[config.mk]
export PLATFORM = sky130hd
export DESIGN_NAME = cntr_uart_reporter
export DESIGN_NICKNAME = d
export VERILOG_FILES = /design/src/rtl/cntr_uart_reporter.sv
export SDC_FILE = /design/constraint.sdc
export NUM_CORES = 1
export LEC_CHECK = 0
export CORE_MARGIN = 5
export CORE_UTILIZATION = 45
export CTS_CLUSTER_DIAMETER = 120
export DETAILED_ROUTE_END_ITERATION = 7
export HOLD_SLACK_MARGIN = 0.03
export PLACE_DENSITY = 0.6
export SLEW_MARGIN = 20
export SYNTH_ARGS = -nofsm -noshare
export SYNTH_HDL_FRONTEND = slang
export SYNTH_SLANG_ARGS = --single-unit
[constraint.sdc]
create_clock -name CLK -period 2.67 [get_ports CLK]
set_clock_uncertainty 0.05 [all_clocks]
set_input_delay 0.267 -clock CLK [delete_from_list [all_inputs] [get_ports CLK]]
set_output_delay 0.267 -clock CLK [all_outputs]
set_load 0.05 [all_outputs]
[src/rtl/cntr_uart_reporter.sv]
// cntr_uart_reporter
// Watches the 4-bit one-second counter and, whenever its value changes,
// transmits "<hex digit>\r\n" on an 8N1 UART line so a host terminal can
// log the count. A change that arrives while a message is in flight is held
// in a one-deep pending slot (latest value wins). A sticky overrun flag is
// raised when the pending value gets overwritten.
module cntr_uart_reporter #(
  parameter int CLK_HZ       = 200000000,
  parameter int BAUD         = 115200,
  parameter int CLKS_PER_BIT = CLK_HZ / BAUD
) (
  input  logic       CLK,
  input  logic       FPGA_CPU_RESET,
  input  logic [3:0] counter_up,
  output logic       uart_tx,
  output logic       tx_busy,
  output logic       overrun
);

  localparam int             TW       = $clog2(CLKS_PER_BIT);
  localparam logic [TW-1:0]  BIT_LAST = TW'(CLKS_PER_BIT - 1);
  localparam logic [TW-1:0]  TMR_ONE  = TW'(1);

  typedef enum logic [1:0] {
    S_IDLE,
    S_START,
    S_DATA,
    S_STOP
  } state_t;

  state_t        r_state;
  logic [3:0]    r_cnt_q;
  logic [3:0]    r_prev_val;
  logic [3:0]    r_msg_val;
  logic [3:0]    r_pend_val;
  logic          r_pending;
  logic          r_overrun;
  logic          r_tx;
  logic [1:0]    r_byte_idx;
  logic [2:0]    r_bit_idx;
  logic [TW-1:0] r_timer;

  logic          w_change;
  logic          w_pend_any;
  logic [3:0]    w_pend_src;
  logic          w_bit_done;
  logic [7:0]    w_byte;

  // Uppercase ASCII hex digit for a nibble.
  function automatic logic [7:0] hex_ascii(input logic [3:0] v);
    if (v <= 4'd9) return 8'h30 + {4'h0, v};
    else           return 8'h37 + {4'h0, v};
  endfunction

  assign w_change   = (r_cnt_q != r_prev_val);
  // A change in the very last stop cycle counts as pending for the
  // follow-on decision, so it is sent back-to-back with no idle gap.
  assign w_pend_any = r_pending | w_change;
  assign w_pend_src = w_change ? r_cnt_q : r_pend_val;
  assign w_bit_done = (r_timer == BIT_LAST);

  // Select the byte of the message currently being serialised.
  always_comb begin
    // NOTE: a default assignment first keeps every path driven, so no latch.
    w_byte = 8'h0A;
    case (r_byte_idx)
      2'd0:    w_byte = hex_ascii(r_msg_val);
      2'd1:    w_byte = 8'h0D;
      default: w_byte = 8'h0A;
    endcase
  end

  // Change detection, pending capture and the transmit FSM.
  always_ff @(posedge CLK) begin
    // NOTE: non-blocking assignments so every register samples pre-edge values.
    if (FPGA_CPU_RESET) begin
      r_state    <= S_IDLE;
      r_cnt_q    <= 4'h0;
      r_prev_val <= 4'h0;
      r_msg_val  <= 4'h0;
      r_pend_val <= 4'h0;
      r_pending  <= 1'b0;
      r_overrun  <= 1'b0;
      r_tx       <= 1'b1;
      r_byte_idx <= 2'd0;
      r_bit_idx  <= 3'd0;
      r_timer    <= '0;
    end else begin
      r_cnt_q <= counter_up;
      if (w_change) r_prev_val <= r_cnt_q;

      // Changes during a message go to the pending slot; the FSM below may
      // consume the slot in the same cycle (its assignment then wins).
      if (w_change && (r_state != S_IDLE)) begin
        r_pend_val <= r_cnt_q;
        r_pending  <= 1'b1;
        if (r_pending) r_overrun <= 1'b1;
      end

      case (r_state)
        S_IDLE: begin
          r_tx       <= 1'b1;
          r_timer    <= '0;
          r_byte_idx <= 2'd0;
          r_bit_idx  <= 3'd0;
          if (w_change || r_pending) begin
            r_msg_val <= w_pend_src;
            r_pending <= 1'b0;
            r_tx      <= 1'b0;
            r_state   <= S_START;
          end
        end

        S_START: begin
          if (w_bit_done) begin
            r_timer   <= '0;
            r_bit_idx <= 3'd0;
            r_tx      <= w_byte[0];
            r_state   <= S_DATA;
          end else begin
            r_timer <= r_timer + TMR_ONE;
          end
        end

        S_DATA: begin
          if (w_bit_done) begin
            r_timer <= '0;
            if (r_bit_idx == 3'd7) begin
              r_tx    <= 1'b1;
              r_state <= S_STOP;
            end else begin
              r_bit_idx <= r_bit_idx + 3'd1;
              r_tx      <= w_byte[r_bit_idx + 3'd1];
            end
          end else begin
            r_timer <= r_timer + TMR_ONE;
          end
        end

        S_STOP: begin
          if (w_bit_done) begin
            r_timer <= '0;
            if (r_byte_idx < 2'd2) begin
              r_byte_idx <= r_byte_idx + 2'd1;
              r_tx       <= 1'b0;
              r_state    <= S_START;
            end else if (w_pend_any) begin
              r_msg_val  <= w_pend_src;
              r_pending  <= 1'b0;
              r_byte_idx <= 2'd0;
              r_tx       <= 1'b0;
              r_state    <= S_START;
            end else begin
              r_byte_idx <= 2'd0;
              r_tx       <= 1'b1;
              r_state    <= S_IDLE;
            end
          end else begin
            r_timer <= r_timer + TMR_ONE;
          end
        end

        default: begin
          r_tx    <= 1'b1;
          r_state <= S_IDLE;
        end
      endcase
    end
  end

  assign uart_tx = r_tx;
  assign tx_busy = (r_state != S_IDLE) | r_pending;
  assign overrun = r_overrun;

endmodule

==> flow_summary.toml <==
[status]
outcome = "finished, final reports clean"

[run]
max_cap_violations = 0

[worst_hold_path]
hold_path_depth = 1
min_path_type = "flop to flop"
min-delay-start = "r_timer[0]$_SDFF_PP0_"
worstHoldEndpoint = "r_timer[0]$_SDFF_PP0_"

[die]
dieWidth_um = 75.27
boundaryPins = 9
core_area_mm2 = 0.004058
start_util_pct = 47.24
die-area_mm2 = 0.005665
num_rows = 23
fp.dieH_um = 75.27

[detailed_routing]
routedWlPerCell_um = 13.23
ant_nets = 0
first_pass_iters = 4
vias = 1523
drt-initial-drc-count = 53
via_per_inst = 5.498
wl_um = 3665
drc = 0

[placed_design]
dp_slack_ps = 606.9
gp_congestion = 0.8409
io_buffers = 8
dp_hpwl_um = 2784

[sta]
final.setup.worst_slack_ps = 307.0
fin_crit_ps = 2363
worst_pin_slew_ps = 509.8
hold_viol_final = 0
slew_headroom_pct = 65.91
finalCritPeriodShare_pct = 88.50
finalSetupViolCount = 0
setup_tns_ps = 0
max_freq_mhz = 423.2
drv_slew = 0
holdWs_ps = 400.7
grt_setup_unrepaired = "no"

[critical_path]
reg2reg_depth = 6
startpoint_type = "flop"
required_ps = 2350
crit_type = "flop to output port"
r2r_end = "uart_tx$_SDFFE_PP1P_"
reg2reg_slack_ps = 600
critPathArrivalTime_ps = 2050
worstPathMaxFanout = 13
timing.rr.start = "r_msg_val[0]$_SDFFE_PP0P_"
crit_path_end_kind = "output port"

[global_route]
track_usage_pct = 14.71
antenna_found_initial = 0
grt_max_degree = 28
grt_pass1_vias = 1498
grt_pass1_wl_um = 6437
grt.overflow.total = 0

[synth]
async_reset_ff_share_pct = 0
yosysWarnings = 0
synth.top_cell.area_share_pct = 38.64
syn-mean-instance-area_um2 = 8.713
synth_top_family_by_area = "simple AND/OR/NAND/NOR gates"
synth_fa_ha_area_share_pct = 5.875
syn_area_mm2 = 0.001917
seq_area_frac_synth_pct = 38.64
synthMuxAreaShare_pct = 2.611
synth_largest_area_cell = "dfxtp_1"
synthSimpleGateAreaFrac_pct = 24.02
synth_area_leaders = "dfxtp_1 (39%), ha_1 (5.9%), a21oi_1 (5.0%)"
synthXorXnorAreaFrac_pct = 5.940
synth_edf_count = 0
syn_nets = 235
ys_ff_latch = 37
synth_cells = 220
synth_commonest_cells = "dfxtp_1 (37), nor2_1 (22), a21oi_1 (19), nand2_1 (19), nor2b_1 (10)"
netlist-cell-type-count = 45
synth-main-ff-cell = "dfxtp_1"
synth_compound_area_share_pct = 18.02
synth.most_common_cell = "dfxtp_1"

[clock_network]
cts_tree = "done"
path_clk_slew_ps = 70
cts_max_level = 2
cts_resized = 0
numCtsBuffers = 5
cts_setup_buffers = 0
cts_root_buf = "clkbuf_8"
cts_max_path_buffers = 2
hold_buffers = 0
clkLatencyLatePin_ps = 280
clock_sinks = 37

[final_layout]
drive_gt1_share_pct = 7.930
fin_util_pct = 51.68
num-fill-cells = 393
syn2layout_area_growth_pct = 9.399
antennaDiodeCount = 0
nets = 241

[power_and_ir_drop]
ir_drop_uv = 516.7
p_leak_nw = 0.7825
pwr_density_cell_mw_per_mm2 = 913.4
state kept, by name, summed over array words and instances (netlist names):
signal      flops
uart_tx         1
r_pending       1
r_state         2
r_byte_idx      2
overrun         1
r_bit_idx       3
r_cnt_q         4
r_pend_val      4
r_timer        11
r_msg_val       4
r_prev_val      4
worst max-delay path, stage by stage (launching register included):
cell and delay [ps]:
dfxtp_1 400, inv_1 100, ha_1 340, nand2_1 110, clkdlybuf4s50_1 810
metrics by stage:
step | cell area (µm²) | std cells | power [W]
4_1_cts | 2097 | 277 | 0.001932
3_5_place_dp | 2014 | 269 | 0.001567
2_1_floorplan | 1917 | 220 | 0.001379
6_report | 2097 | 277 | 0.001915
5_1_grt | 2097 | 277 | 0.002058
3_3_place_gp | 2014 | 269 | 0.001530
cell families after synthesis:
logic type / after synthesis
AND/OR/NAND/NOR: 85
adder cells (fa/ha/maj): 9
AO/OA/AOI/OAI: 51
XOR/XNOR: 13
multiplexers: 5
flip-flops: 37
buffers and inverters: 20
per-layer routing:
metal	wire length, µm	share of wire, %	track usage (%)
met5	0	0	0
met4	42	1.1	5.825
met3	119	3.2	4.406
met2	1736	47	23.60
met1	1766	48	18.54
cells in the final DEF, fill, tap and decap left out, types with 3 or more instances in the layout:
cell              n
nor2_1           22
nor3_1            4
xor2_1            9
dfxtp_1          37
clkdlybuf4s50_1   8
a41oi_1           3
and2_1            4
o21ai_0           8
nand4b_1          3
mux2i_1           5
nand2b_1          6
nand2_1          19
xnor2_1           4
nand3_1           4
inv_1             9
clkbuf_8          5
nor2b_1          10
o21a_1            4
ha_1              9
a21oi_1          19
report_power, final:
part           leakage [nW]  total, W  switching (W)  internal, W
Combinational         0.436  0.000832       0.000488     0.000344
Clock                0.0450  0.000362       0.000182     0.000181
Sequential            0.302  0.000722      0.0000924     0.000629
how the worst max path moves through the flow:
stage / start / endpoint / slack (ps)
floorplan: r_bit_idx[0]$_SDFFE_PP0P_ / uart_tx$_SDFFE_PP1P_ / 750
global placement: r_state[0]$_SDFFE_PP0P_ / uart_tx$_SDFFE_PP1P_ / 650
detailed placement: r_state[0]$_SDFFE_PP0P_ / uart_tx$_SDFFE_PP1P_ / 610
CTS: r_state[1]$_SDFFE_PP0P_ / tx_busy / 300
global route: r_state[1]$_SDFFE_PP0P_ / tx_busy / 180
finish: r_state[1]$_SDFFE_PP0P_ / tx_busy / 310
layout make-up:
| cell class | instances | area [µm²] | share of cell area, % |
|---|---|---|---|
| clock buffer | 6 | 72.57 | 3.461 |
| inverter | 9 | 33.78 | 1.611 |
| sequential | 37 | 740.7 | 35.32 |
| multi-input combinational | 163 | 1082 | 51.61 |
| tap | 50 | 62.56 | 2.983 |
| clock inverter | 2 | 10.01 | 0.4773 |
| timing repair buffer | 10 | 95.09 | 4.535 |
Power figures use the tool's default switching activity.
